File: src/rtl/alu_cmd_issuer.sv
// Single-in-flight command issuer driving an ALU with the A-op or B-op opcode set; IDLE -> DRIVE -> RESP.
// Optional DRIVE-state timeout is enabled by defining ALU_CMD_ISSUER_TIMEOUT_EN.
module alu_cmd_issuer #(
  parameter int unsigned TIMEOUT_CYCLES = 16
) (
  input  logic              clk,
  input  logic              rst_n,
  input  logic              cmd_valid,
  output logic              cmd_ready,
  input  logic signed [4:0] cmd_a,
  input  logic signed [4:0] cmd_b,
  input  logic              cmd_sel,
  input  logic [2:0]        cmd_op,
  output logic              ALU_en,
  output logic              a_en,
  output logic              b_en,
  output logic signed [4:0] A,
  output logic signed [4:0] B,
  output logic [2:0]        a_op,
  output logic [1:0]        b_op,
  input  logic              C_en,
  input  logic signed [5:0] C,
  output logic              rsp_valid,
  input  logic              rsp_ready,
  output logic signed [5:0] rsp_c,
  output logic              rsp_err,
  output logic [7:0]        done_cnt
);

  typedef enum logic [1:0] {IDLE, DRIVE, RESP} state_t;

  state_t state;
  logic   drive_done;

  if (TIMEOUT_CYCLES < 2 || TIMEOUT_CYCLES > 255) begin : g_bad_timeout
    $error("alu_cmd_issuer: TIMEOUT_CYCLES must be in 2..255");
  end

  // rst_n is active-high here; the issuer only offers readiness once reset is released.
  assign cmd_ready = (state == IDLE) && !rst_n;

`ifdef ALU_CMD_ISSUER_TIMEOUT_EN
  logic [7:0] tmo_cnt;
  logic       tmo_hit;

  assign tmo_hit    = (tmo_cnt == 8'(TIMEOUT_CYCLES - 1));
  assign drive_done = C_en || tmo_hit;
`else
  assign drive_done = C_en;
  assign rsp_err    = 1'b0;
`endif

  always_ff @(posedge clk or posedge rst_n) begin
    if (rst_n) begin
      state     <= IDLE;
      ALU_en    <= 1'b0;
      a_en      <= 1'b0;
      b_en      <= 1'b0;
      A         <= '0;
      B         <= '0;
      a_op      <= '0;
      b_op      <= '0;
      rsp_valid <= 1'b0;
      rsp_c     <= '0;
      done_cnt  <= '0;
`ifdef ALU_CMD_ISSUER_TIMEOUT_EN
      rsp_err   <= 1'b0;
      tmo_cnt   <= '0;
`endif
    end else begin
      case (state)
        IDLE: begin
          if (cmd_valid) begin
            state  <= DRIVE;
            ALU_en <= 1'b1;
            a_en   <= !cmd_sel;
            b_en   <= cmd_sel;
            A      <= cmd_a;
            B      <= cmd_b;
            a_op   <= cmd_sel ? 3'b000 : cmd_op;
            b_op   <= cmd_sel ? cmd_op[1:0] : 2'b00;
`ifdef ALU_CMD_ISSUER_TIMEOUT_EN
            tmo_cnt <= '0;
`endif
          end
        end
        DRIVE: begin
          if (drive_done) begin
            // A real result beats a coincident timeout.
            state     <= RESP;
            ALU_en    <= 1'b0;
            a_en      <= 1'b0;
            b_en      <= 1'b0;
            A         <= '0;
            B         <= '0;
            a_op      <= '0;
            b_op      <= '0;
            rsp_valid <= 1'b1;
            rsp_c     <= C_en ? C : 6'sd0;
`ifdef ALU_CMD_ISSUER_TIMEOUT_EN
            rsp_err   <= !C_en;
`endif
          end
`ifdef ALU_CMD_ISSUER_TIMEOUT_EN
          else begin
            tmo_cnt <= tmo_cnt + 8'd1;
          end
`endif
        end
        RESP: begin
          if (rsp_ready) begin
            state     <= IDLE;
            rsp_valid <= 1'b0;
            if (done_cnt != 8'hFF) begin
              done_cnt <= done_cnt + 8'd1;
            end
          end
        end
        default: state <= IDLE;
      endcase
    end
  end

endmodule

File: config.mk
export PLATFORM = sky130hd
export DESIGN_NAME = alu_cmd_issuer
export DESIGN_NICKNAME = d
export VERILOG_FILES = /design/src/rtl/alu_cmd_issuer.sv
export SDC_FILE = /design/constraint.sdc
export NUM_CORES = 1
export LEC_CHECK = 0
export CAP_MARGIN = 20
export CORE_MARGIN = 5
export CORE_UTILIZATION = 45
export DETAILED_ROUTE_END_ITERATION = 10
export DONT_BUFFER_PORTS = 1
export HOLD_SLACK_MARGIN = 0.15
export PLACE_DENSITY_LB_ADDON = 0.25
export SLEW_MARGIN = 30
export SYNTH_ARGS = -nofsm -noshare
export SYNTH_HDL_FRONTEND = slang
export SYNTH_SLANG_ARGS = --single-unit
File: constraint.sdc
create_clock -name clk -period 2.2 [get_ports clk]
set_clock_uncertainty 0.05 [all_clocks]
set_input_delay 0.33 -clock clk [delete_from_list [all_inputs] [get_ports clk]]
set_output_delay 0.33 -clock clk [all_outputs]
set_load 0.005 [all_outputs]
Word-level counts from Yosys, hierarchy flattened. Cells that the tools add are included.

Flip-flop bits (word level): 35. Word-level logic and storage cells: 56. Memories kept: 0. Bits in latches: 0. ROM bits: 0. Bits of input ports: 25. Bits in writable memories: 0.

Add/subtract/negate cells: 1. Equality and inequality tests: 6. Divide/modulo/power cells: 0. Order comparisons: 0. Shift-type cells: 0. Reduce and logical (&&, ||, !) cells: 11. $mul: 0. Bitwise operators: 0. Multiplexer cells: 27.

Operator list (count): one-hot mux 5 bit (2 select lines) (2); 2-to-1 mux 5 bit (3); 2-to-1 mux 2 bit (6); AND reduction 3 bit (4); 2-to-1 mux 3 bit (3); adder 8 x 1 -> 8 bit (second input constant) (1); inequality test 8 bit (second input constant) (1); one-hot mux 1 bit (2 select lines) (4); 2-to-1 mux 1 bit (6); inequality test 2 bit (second input constant) (3); one-hot mux 2 bit (3 select lines) (1); one-hot mux 3 bit (2 select lines) (1); one-hot mux 2 bit (2 select lines) (1); nonzero test 2 bit (2); == test 2 x 1 -> 1 bit (second input constant) (1); == test 2 bit (second input constant) (1); zero test 1 bit (2); zero test 2 bit (1); AND reduction 2 bit (1); logical AND 1 bit (1).

Depth between registers and ports, before layout.
Depth after elaboration: 3. Depth in mapped cells: 6.

Worst setup path before layout. Ideal clock, no wire load.

Path type: reg2reg. From: reg state[0]. To: reg done_cnt[7]. Data required time: 2.022 ns. Arrival time: 1.302 ns. Cell stages (with the launch flop): 6. Period minus slack after synthesis: 1.480 ns. Path buffers: 1. Slack: 0.720 ns. Cells stage by stage: dfrtp_1 buf_6 and3b_1 nand4_1 nor3_2 mux2_1.

Word-level cells in the longest chain between the ends: 2.

RTL lines: start: declaration (RTL line 32) `state_t state;`; start signal: assignment (RTL line 55) `state <= IDLE;`; start signal: assignment (RTL line 74) `state <= DRIVE;`; start signal: assignment (RTL line 90) `state <= RESP;`; == test 2 bit (RTL line 71) `case (state)`; AND reduction 3 bit (no source line); end signal: assignment (RTL line 115) `done_cnt <= done_cnt + 8'd1;`; end: declaration (RTL line 27) `output logic [7:0] done_cnt`.

No other way between the ends. A chain may end at the register's enable or synchronous reset.

Worst setup path in the final report.
From: reg state[1]. To: reg a_op[0].

Word-level cells in the longest chain between the ends: 3. Elaborated cells on any way between the ends: 7.

RTL lines: == test 2 x 1 -> 1 bit / zero test 2 bit (equally long branches) (RTL line 71); inequality test 2 bit (no source line) / nonzero test 2 bit (equally long branches); AND reduction 3 bit (no source line); end signal: assignment (RTL line 80) `a_op <= cmd_sel ? 3'b000 : cmd_op;`; end: declaration (RTL line 19) `output logic [2:0] a_op,`.

Parallel ways exist; a longest one is shown, timed or not.

==> results.txt <==
The hold buffer count at cts is 24. Synthesis inferred 35 register bits. met2 is the most crowded layer.

Across all layers, the routed design uses 940 vias. In this run, CTS created clock tree buffers numbering 5. The number of diodes added for antenna fixing came out at 0.

Across all register-to-register paths, the minimum setup slack is 520 ps. The area of placed instances is 1470 µm². The maximum number of pins on one net before global-route repair came out at 28. At the worst endpoint, the required time is 2440 ps. Synthesis produced 106 cells. The number of global-route vias before repair came out at 1021.

The count of buffers from port buffering came out at 0. Setup repair after global routing left no endpoint under its margin. STA classifies the critical path endpoint as a flop. The share of post-route cells with drive strength above 1 is 14.0%. The commonest register cell after synthesis is dfrtp_1.

The proportion of synthesized chip area in sequential cells came out at 60.5%. Measured against its own limit, the worst slew margin works out to 56.8%. The area enclosed by the die boundary came out at 4450 µm².

The maximum fanout encountered on the critical timing path is 17. In this run, the number of DRC markers left after iteration 0 of detailed routing was 43. The worst-case reg-to-reg path depth is 3.

The slack of the critical path came out at 519 ps. The number of cells upsized or downsized after cts came out at 0. In this run the worst setup path terminates at a_op[0]$_DFFE_PP0P_. The synthesized netlist net count came out at 132. Clock latency on the worst-skew pair, taken at its later pin, is 340 ps. The max-slew violation total from the final report came out at 0.

The number of warnings printed during yosys synthesis came out at 0. The number of antenna violations at the first check in global routing came out at 0. The initial core utilization came out at 47.0%. Global routing used 15.5% of the available tracks.

The final weighted congestion in routability-driven placement came out at 0.738. The remaining antenna violation count after routing is 0. The standby leakage power came out at 0.834 nW. The number of violations of the max-capacitance limit came out at 0. The critical path startpoint is state[1]$_DFFE_PP0P_. The final critical path takes up 76.4% of the cycle. The worst setup path is of the reg -> reg kind.

The shortest clock period the worst path allows after layout is 1680 ps. The area overhead of the layout relative to synthesis came out at 25.7%. The total routed wirelength is 3.16 mm. The startpoint identified for the worst register-to-register timing path is state[1]$_DFFE_PP0P_. The DRC violations left is 0. The clock transition time at the flip-flop clock pins of the worst setup and hold paths came out at 120 ps.

Dividing the detail-routed via count by the number of cells gives 5.22. Counting instances, the worst hold path has a depth of 2. After the last flow step, the layout net total stands at 161. The fmax came out at 0.595 GHz. The buffer depth of the longest clock path is 2. The core footprint is 3080 µm². Setup violations remaining at the end of the flow were counted as 0. The chip width came out at 66.7 µm. The mapped netlist covers 1450 µm².

The clock tree root driver cell is clkbuf_4. The number of enable-type register cells in the synthesized netlist came out at 0. The average size of a mapped cell came out at 13.7 µm².

The flow ran to the end, and the final reports show no timing, DRC or antenna violations. 60 I/O pins were placed. The global-route wire length before repair came out at 5.04 mm. The H-tree was split into 2 levels. Once layout is complete, the utilization of the core stands at 59.1%. The post-route cell area came out at 1820 µm². The path class of the tightest hold or removal check is in -> reg.

At the placement stage, the worst setup path has a slack of 486 ps. From bottom edge to top edge, the die measures 66.7 µm. The maximum vdd ir drop is 0.684 mV. For this run, the detailed router's first-pass iteration total came to 4.

The hold violation count in the final report came out at 0. The number of different library cells in the post-synthesis netlist came out at 34. TritonCTS built the clock tree. Detailed placement ended at an HPWL of 2.07 mm.

The fraction of synthesis flops using an asynchronous set or reset pin came out at 100%. In this run the core area contains 20 standard-cell rows. The worst reg2reg path endpoint is a_op[0]$_DFFE_PP0P_. Data on the critical path arrives at its endpoint at 1920 ps.

For met2 alone, demand over resource in global routing was 26.4%. The global-route met1 utilization is 17.1%. Global routing used 7.25% of the available met3 tracks.

Global routing finished with a remaining overflow of 0. The count of clock tree sinks came out at 35. After clock tree synthesis, the setup repair step added 0 buffers. The slew at the pin closest to its max-slew limit is 645 ps. The sum of negative setup slack came out at 0 ps.

Dividing the detail-routed wire length by the instance count gives 17.6 µm. In this run the power density over the cells is 1130 nW/µm². The sort of element at the start of the critical path is a flop.
[metrics by stage]
step / hold slack, ps / std cells / power, mW
after floorplan: 387 / 106 / 1.39
after global routing: 160 / 180 / 2.20
after global placement: 137 / 147 / 1.45
final: 163 / 180 / 2.06
after detailed placement: 145 / 147 / 1.47
after CTS: 151 / 179 / 2.09
[how the worst min path moves through the flow]
stage	from	endpoint	slack [ps]
detailed placement	rst_n	rsp_c[0]$_DFFE_PP0P_	140
global placement	rst_n	rsp_c[5]$_DFFE_PP0P_	140
CTS	C_en	rsp_valid$_DFFE_PP0P_	150
global route	C_en	rsp_valid$_DFFE_PP0P_	160
floorplan	rsp_ready	state[1]$_DFFE_PP0P_	390
finish	C_en	rsp_valid$_DFFE_PP0P_	160
[power by group]
| part | internal, mW | switching (mW) |
|---|---|---|
| logic | 0.230 | 0.161 |
| clock network | 0.355 | 0.214 |
| registers | 0.869 | 0.231 |
| total | 1.45 | 0.606 |
[synth_stat cells (3+ instances only)]
| cell | count | area, µm² |
|---|---|---|
| mux2_1 | 4 | 45.0 |
| nand2_1 | 7 | 26.3 |
| nor2_1 | 3 | 11.3 |
| mux2_2 | 6 | 67.6 |
| a22o_1 | 14 | 123 |
| xnor2_1 | 3 | 26.3 |
| dfrtp_1 | 35 | 876 |
[cell usage in the layout, fill, tap and decap left out, drive strengths merged, types with 3 or more instances in the layout]
master and count:
clkbuf 6, nor2 3, a22o 14, nand2 7, dlygate4sd3 25, xnor2 3, dfrtp 35, o21ai 3
mux2 10
[per-layer routing]
metal  wire (µm)  vias up
li1            -      435
met1        1210      464
met2        1640       37
met3         272        4
met4          30        0
met5           0        -
[flip-flops by register name (all words and copies together) (netlist names), 2 cells and up]
register,flops
A,5
B,5
done_cnt,8
a_op,3
state,2
rsp_c,6
b_op,2
[critical path, stage by stage, from the launching register on]
cell and delay, ps:
dfrtp_1 500, nand3b_4 260, nor2b_2 580, a22o_1 240
[layout make-up]
| class | instances | area (µm²) |
|---|---|---|
| Clock buffer | 6 | 41.3 |
| Clock inverter | 2 | 60.1 |
| Fill cell | 267 | 1260 |
| Inverter | 2 | 7.51 |
| Multi-Input combinational cell | 64 | 514 |
| Sequential cell | 35 | 876 |
| Tap cell | 44 | 55.1 |
| Timing Repair Buffer | 27 | 265 |
[cell families (layout without fill, tap and decap cells)]
kind of cell	Yosys count	in the layout	synth area share, %
flops	35	35	60.5
compound gates	24	24	13.1
simple gates	24	24	11.0
mux	11	11	8.47
buf+inv	7	37	3.98
xor+xnor	3	3	1.82
fa+ha+maj	1	1	0.864
other cells	1	1	0.259
(Power assumes the default switching activity.)
==> edit 1 (same flow settings) <==
Re-encode `state_t` (3 states) as one-hot, 3 bits wide.
--- a/src/rtl/alu_cmd_issuer.sv
+++ b/src/rtl/alu_cmd_issuer.sv
@@ -28,5 +28,5 @@
 );
 
-  typedef enum logic [1:0] {IDLE, DRIVE, RESP} state_t;
+  typedef enum logic [2:0] {IDLE = 3'b001, DRIVE = 3'b010, RESP = 3'b100} state_t;
 
   state_t state;
Function: same outputs for any inputs over 10 cycles, from zero or initial values and one cycle with rst_n high; not proved beyond that.
==> edit 1 against the original RTL <==
Worst setup slack lost 66 ps; total power grew 9.9%; highest routed layer unchanged; routed wire length grew 9.7%; synthesized cell count grew 36%; sequential power grew 8%; fmax shrank 3.8%; largest cell class unchanged; sequential share of layout area shrank 2.2 points; area after synthesis grew 18%; sequential cell count grew 1; cell area grew 7.8%; clock power shrank 12%.
==> edit 1: results (changes against the original RTL) <==
Worst hold path
  • Hold_sp: cmd_b[2]
  • Hold Path Sink: B[2]

Worst setup path
  • Crit path largest cell delay: 640 ps (+60 ps)
  • R2r worst-path depth: 4 (+1)
  • Worst flop-to-flop path endpoint: B[1]
  • Launch point of the worst reg-to-reg path: state[0]

Power
  • Worst vdd ir: 0.664 mV (-2.9%)
  • Sw frac: 32.1% (+2.7 points)
  • Logic pwr share: 25.4% (+6.4 points)

Placement
  • Post-DP HPWL: 2540 um (+23%)
  • Gp weighted congestion: 0.728 (-1.3%)
  • Cells after DPL: 188 (+28%)

Global route
  • Largest net degree at the start of global routing: 37 (+32%)
  • First-pass GRT wire length: 5870 um (+16%)

Clocking
  • Root Buffer: clkbuf_8
  • Clk slew on worst S/H paths: 70 ps (-50 ps)

Drt
  • Total iterations of the first detailed-routing run: 5 (+1)
  • DR iter-0 viols: 52 (+21%)
  • Drt wl/cell: 16.6 um (-5.5%)

Logic synthesis
  • Avg Cell Area, Syn: 11.8 sq um (-13%)
  • Synth cell count leaders: 35 x dfrtp_1, 13 x inv_1, 13 x mux2_2, 13 x nand2_1, 12 x mux2i_1
  • Sequential area share after synthesis: 52.9% (-7.6 points)
  • Syn_nets: 170 (+29%)
  • Ranking of synthesized cells by area: dfrtp_1 51%, mux2_2 8.6%, mux2i_1 7.0%

Run status
  • Run status: finished, final reports clean

Final layout
  • Final Non-Filler Cells: 209 (+16%)
-- edit 1: changes by cell type in the layout (fill, tap and decap cells not counted), sizes merged, moves of 4 or more --
cell,before,now
mux2,10,14
a21oi,2,6
nand2,7,13
inv,2,13
dlygate4sd3,25,13
mux2i,1,12
a22o,14,0
-- edit 1: stage by stage --
stage / hold slack, ps / power (W)
after floorplan: 350 / 0.00165
after global placement: 355 / 0.00172
after detailed placement: 364 / 0.00178
after CTS: 150 / 0.00230
after global routing: 153 / 0.00243
final: 155 / 0.00226
-- edit 1: cell families (layout without fill, tap and decap cells) --
logic type | count (synthesis) | count (layout) | synth area share [%]
AOI/OAI and AO/OA | 14 | 14 | 6.02
DFF | 36 | 36 | 52.9
buffers and inverters | 20 | 37 | 6.16
xor gates and xnor gates | 4 | 4 | 2.05
and+or+nand+nor | 42 | 42 | 15.4
adders and majority gates | 1 | 1 | 0.734
other | 1 | 1 | 0.220
muxes | 26 | 26 | 16.5
-- edit 1: routing by layer --
layer  track usage, %  share of wire, %  vias up
li1                 -                 -      515
met1             15.4                37      516
met2             26.6                54       27
met3             5.19               6.9        6
met4             6.47               1.7        0
met5                0                 0        -
-- edit 1: critical path: cells and delay by family (launching register included) --
| family | cells | cell delay (ps) |
|---|---|---|
| DFF | 1 | 640 |
| buffers and inverters | 1 | 280 |
| AOI/OAI and AO/OA | 1 | 270 |
| muxes | 1 | 230 |
| and+or+nand+nor | 1 | 180 |
-- edit 1: area by class of cell --
class / count / area [sq um]
fill: 331 / 1700
sequential: 36 / 902
multi-input combinational: 88 / 698
timing repair buffer: 16 / 153
clock buffer: 8 / 100
tap: 48 / 60.1
inverter: 13 / 48.8
==> edit 2 (same settings) <==
Without the edit above. Build with the macro `ALU_CMD_ISSUER_TIMEOUT_EN` defined.
--- a/src/rtl/alu_cmd_issuer.sv
+++ b/src/rtl/alu_cmd_issuer.sv
@@ -1,4 +1,6 @@
 // Single-in-flight command issuer driving an ALU with the A-op or B-op opcode set; IDLE -> DRIVE -> RESP.
 // Optional DRIVE-state timeout is enabled by defining ALU_CMD_ISSUER_TIMEOUT_EN.
+`define ALU_CMD_ISSUER_TIMEOUT_EN
+
 module alu_cmd_issuer #(
   parameter int unsigned TIMEOUT_CYCLES = 16
Behaviour: no difference found for any inputs over 10 cycles, from zero or initial values and one cycle with rst_n high; that may be too few to reach the edited logic, so the function may still have changed.
==> edit 2 against the original RTL <==
Sequential cell count up 9; routed wire length up 28%; cell area up 24%; first-iteration DRC count up 150%; total power up 31%; area after synthesis up 29%; worst setup slack worse by 460 ps; hold slack worse by 3.2 ps; via count up 41%; cell count up 27%; largest power group unchanged.
==> edit 2: results (changes against the original RTL) <==
Worst setup path
  • Crit path largest cell delay: 580 ps (about the same)
  • CP max stage cell: or4_4
  • R2r worst-path depth: 4 (+1)
  • Worst path top cell family by delay: compound AO/OA/AOI/OAI gates
  • Crit path DAT: 2270 ps (+350 ps)
  • CP max FO: 18 (+1)

Logic synthesis
  • Sequential area share after synthesis: 59.1% (-1.4 points)
  • Synth cell count leaders: 44 x dfrtp_1, 20 x a22o_1, 10 x nand2_1
  • Syn_nets: 176 (+33%)
  • Fraction of registers with async set/reset: 100% (unchanged)
  • Ranking of synthesized cells by area: dfrtp_1 59%, a22o_1 9.4%, xnor2_1 2.8%
  • Netlist cell types: 42 (+24%)
  • Yosys synthesis warning count: 0 (unchanged)

STA
  • Slew headroom: 61.8% (+5.1 points)

Clocking
  • Clk slew on worst S/H paths: 90 ps (-30 ps)
  • Post-CTS Setup Bufs: 0 (unchanged)
  • H-tree levels: 2 (unchanged)
  • Cts hold-fix bufs: 22 (-8.3%)
  • Post-cts resize count: 0 (unchanged)
  • Root Buffer: clkbuf_8
  • Worst skew pair latency: 290 ps (-50 ps)
  • CTS Buffer Depth: 2 (unchanged)
  • CTS buffer count: 5 (unchanged)

Drt
  • Drt wl/cell: 17.8 um (+1.2%)
  • Antenna viol nets, final: 0 (unchanged)
  • Vias/cell: 5.80 (+11%)
  • Total iterations of the first detailed-routing run: 4 (unchanged)
  • DR iter-0 viols: 107 (+150%)

Global route
  • Largest net degree at the start of global routing: 31 (+11%)
  • Vias in the first global route: 1331 (+30%)
  • Initial antenna violation count: 0 (unchanged)
  • First-pass GRT wire length: 6530 um (+29%)
  • GRT Util Overall: 15.5% (-0.022 points)

Worst hold path
  • Min-Delay Path Class: in2reg
  • Hold depth: 1 (-1)

Placement
  • Post-DP HPWL: 2830 um (+37%)
  • Gp weighted congestion: 0.819 (+11%)
  • Post-DP Area: 0.00194 sq mm (+32%)

Power
  • Worst vdd ir: 0.697 mV (+2.0%)
  • P_leak: 1.06 nW (+28%)

Final layout
  • FILL cells: 320 (+20%)
  • Nets: 204 (+27%)
  • Layout cell share with drive strength beyond 1: 11.8% (-2.2 points)
  • Antenna Cells: 0 (unchanged)
  • Largest regs: done_cnt x8, tmo_cnt x8, rsp_c x6

Run status
  • Run status: finished, final reports clean
## edit 2: changes by cell type after synthesis, sizes merged, moves of 3 or more
cell | before | now
dfrtp | 35 | 44
nand2 | 7 | 10
mux2 | 10 | 1
inv | 2 | 5
nand4 | 1 | 4
xnor2 | 3 | 6
clkbuf | 0 | 4
a21oi | 2 | 5
a22o | 14 | 20
## edit 2: cell families (layout without fill, tap and decap cells)
| family | after synthesis | count (layout) | share of synthesized area (%) |
|---|---|---|---|
| DFF | 44 | 44 | 59.1 |
| buffers and inverters | 12 | 41 | 3.49 |
| xor gates and xnor gates | 7 | 7 | 3.29 |
| and+or+nand+nor | 36 | 36 | 11.1 |
| muxes | 2 | 2 | 1.14 |
| AOI/OAI and AO/OA | 46 | 46 | 20.6 |
| adders and majority gates | 2 | 2 | 1.34 |
## edit 2: routing by layer
metal	wire length, um	vias to the layer above	global-route usage [%]	part of all wire [%]
met3	296	8	5.95	7.3
met1	1600	653	18.5	39
met2	2080	52	25.5	51
met5	0	-	0	0
li1	-	609	-	-
met4	72	0	5.73	1.8
## edit 2: worst paths after layout
path	slack, ps	to	from
min in group asynchronous	480	done_cnt[0]	rst_n
worst max register to register	60	a_op[1]	tmo_cnt[4]
worst min-delay path	160	b_op[1]	cmd_op[1]
worst min register to register	430	tmo_cnt[7]	tmo_cnt[7]
worst max-delay path	60	a_op[1]	tmo_cnt[4]
max in group asynchronous	1060	rsp_c[1]	rst_n
## edit 2: final cells by class
type | count | area, sq um | area share (%)
clock buffers | 6 | 82.6 | 3.65
clock inverters | 2 | 15.0 | 0.664
inverters | 5 | 18.8 | 0.831
multi-input cells | 93 | 702 | 31.1
flip-flops and latches | 44 | 1100 | 48.7
well taps | 50 | 62.6 | 2.77
repair buffers | 28 | 278 | 12.3
## edit 2: power breakdown
part	internal, W	switching, W
combinational	0.000381	0.000355
clock	0.000254	0.000268
sequential	0.00111	0.000329
## edit 2: through the flow
| step | worst slack, ps | hold slack (ps) | util, % | cells |
|---|---|---|---|---|
| 2_1_floorplan | 257 | 387 | - | 149 |
| 3_3_place_gp | 172 | 247 | 48.5 | 198 |
| 3_5_place_dp | 114 | 259 | 48.5 | 198 |
| 4_1_cts | 109 | 152 | 56.5 | 228 |
| 5_1_grt | 11.9 | 160 | 56.5 | 228 |
| 6_report | 61.7 | 159 | 56.5 | 228 |
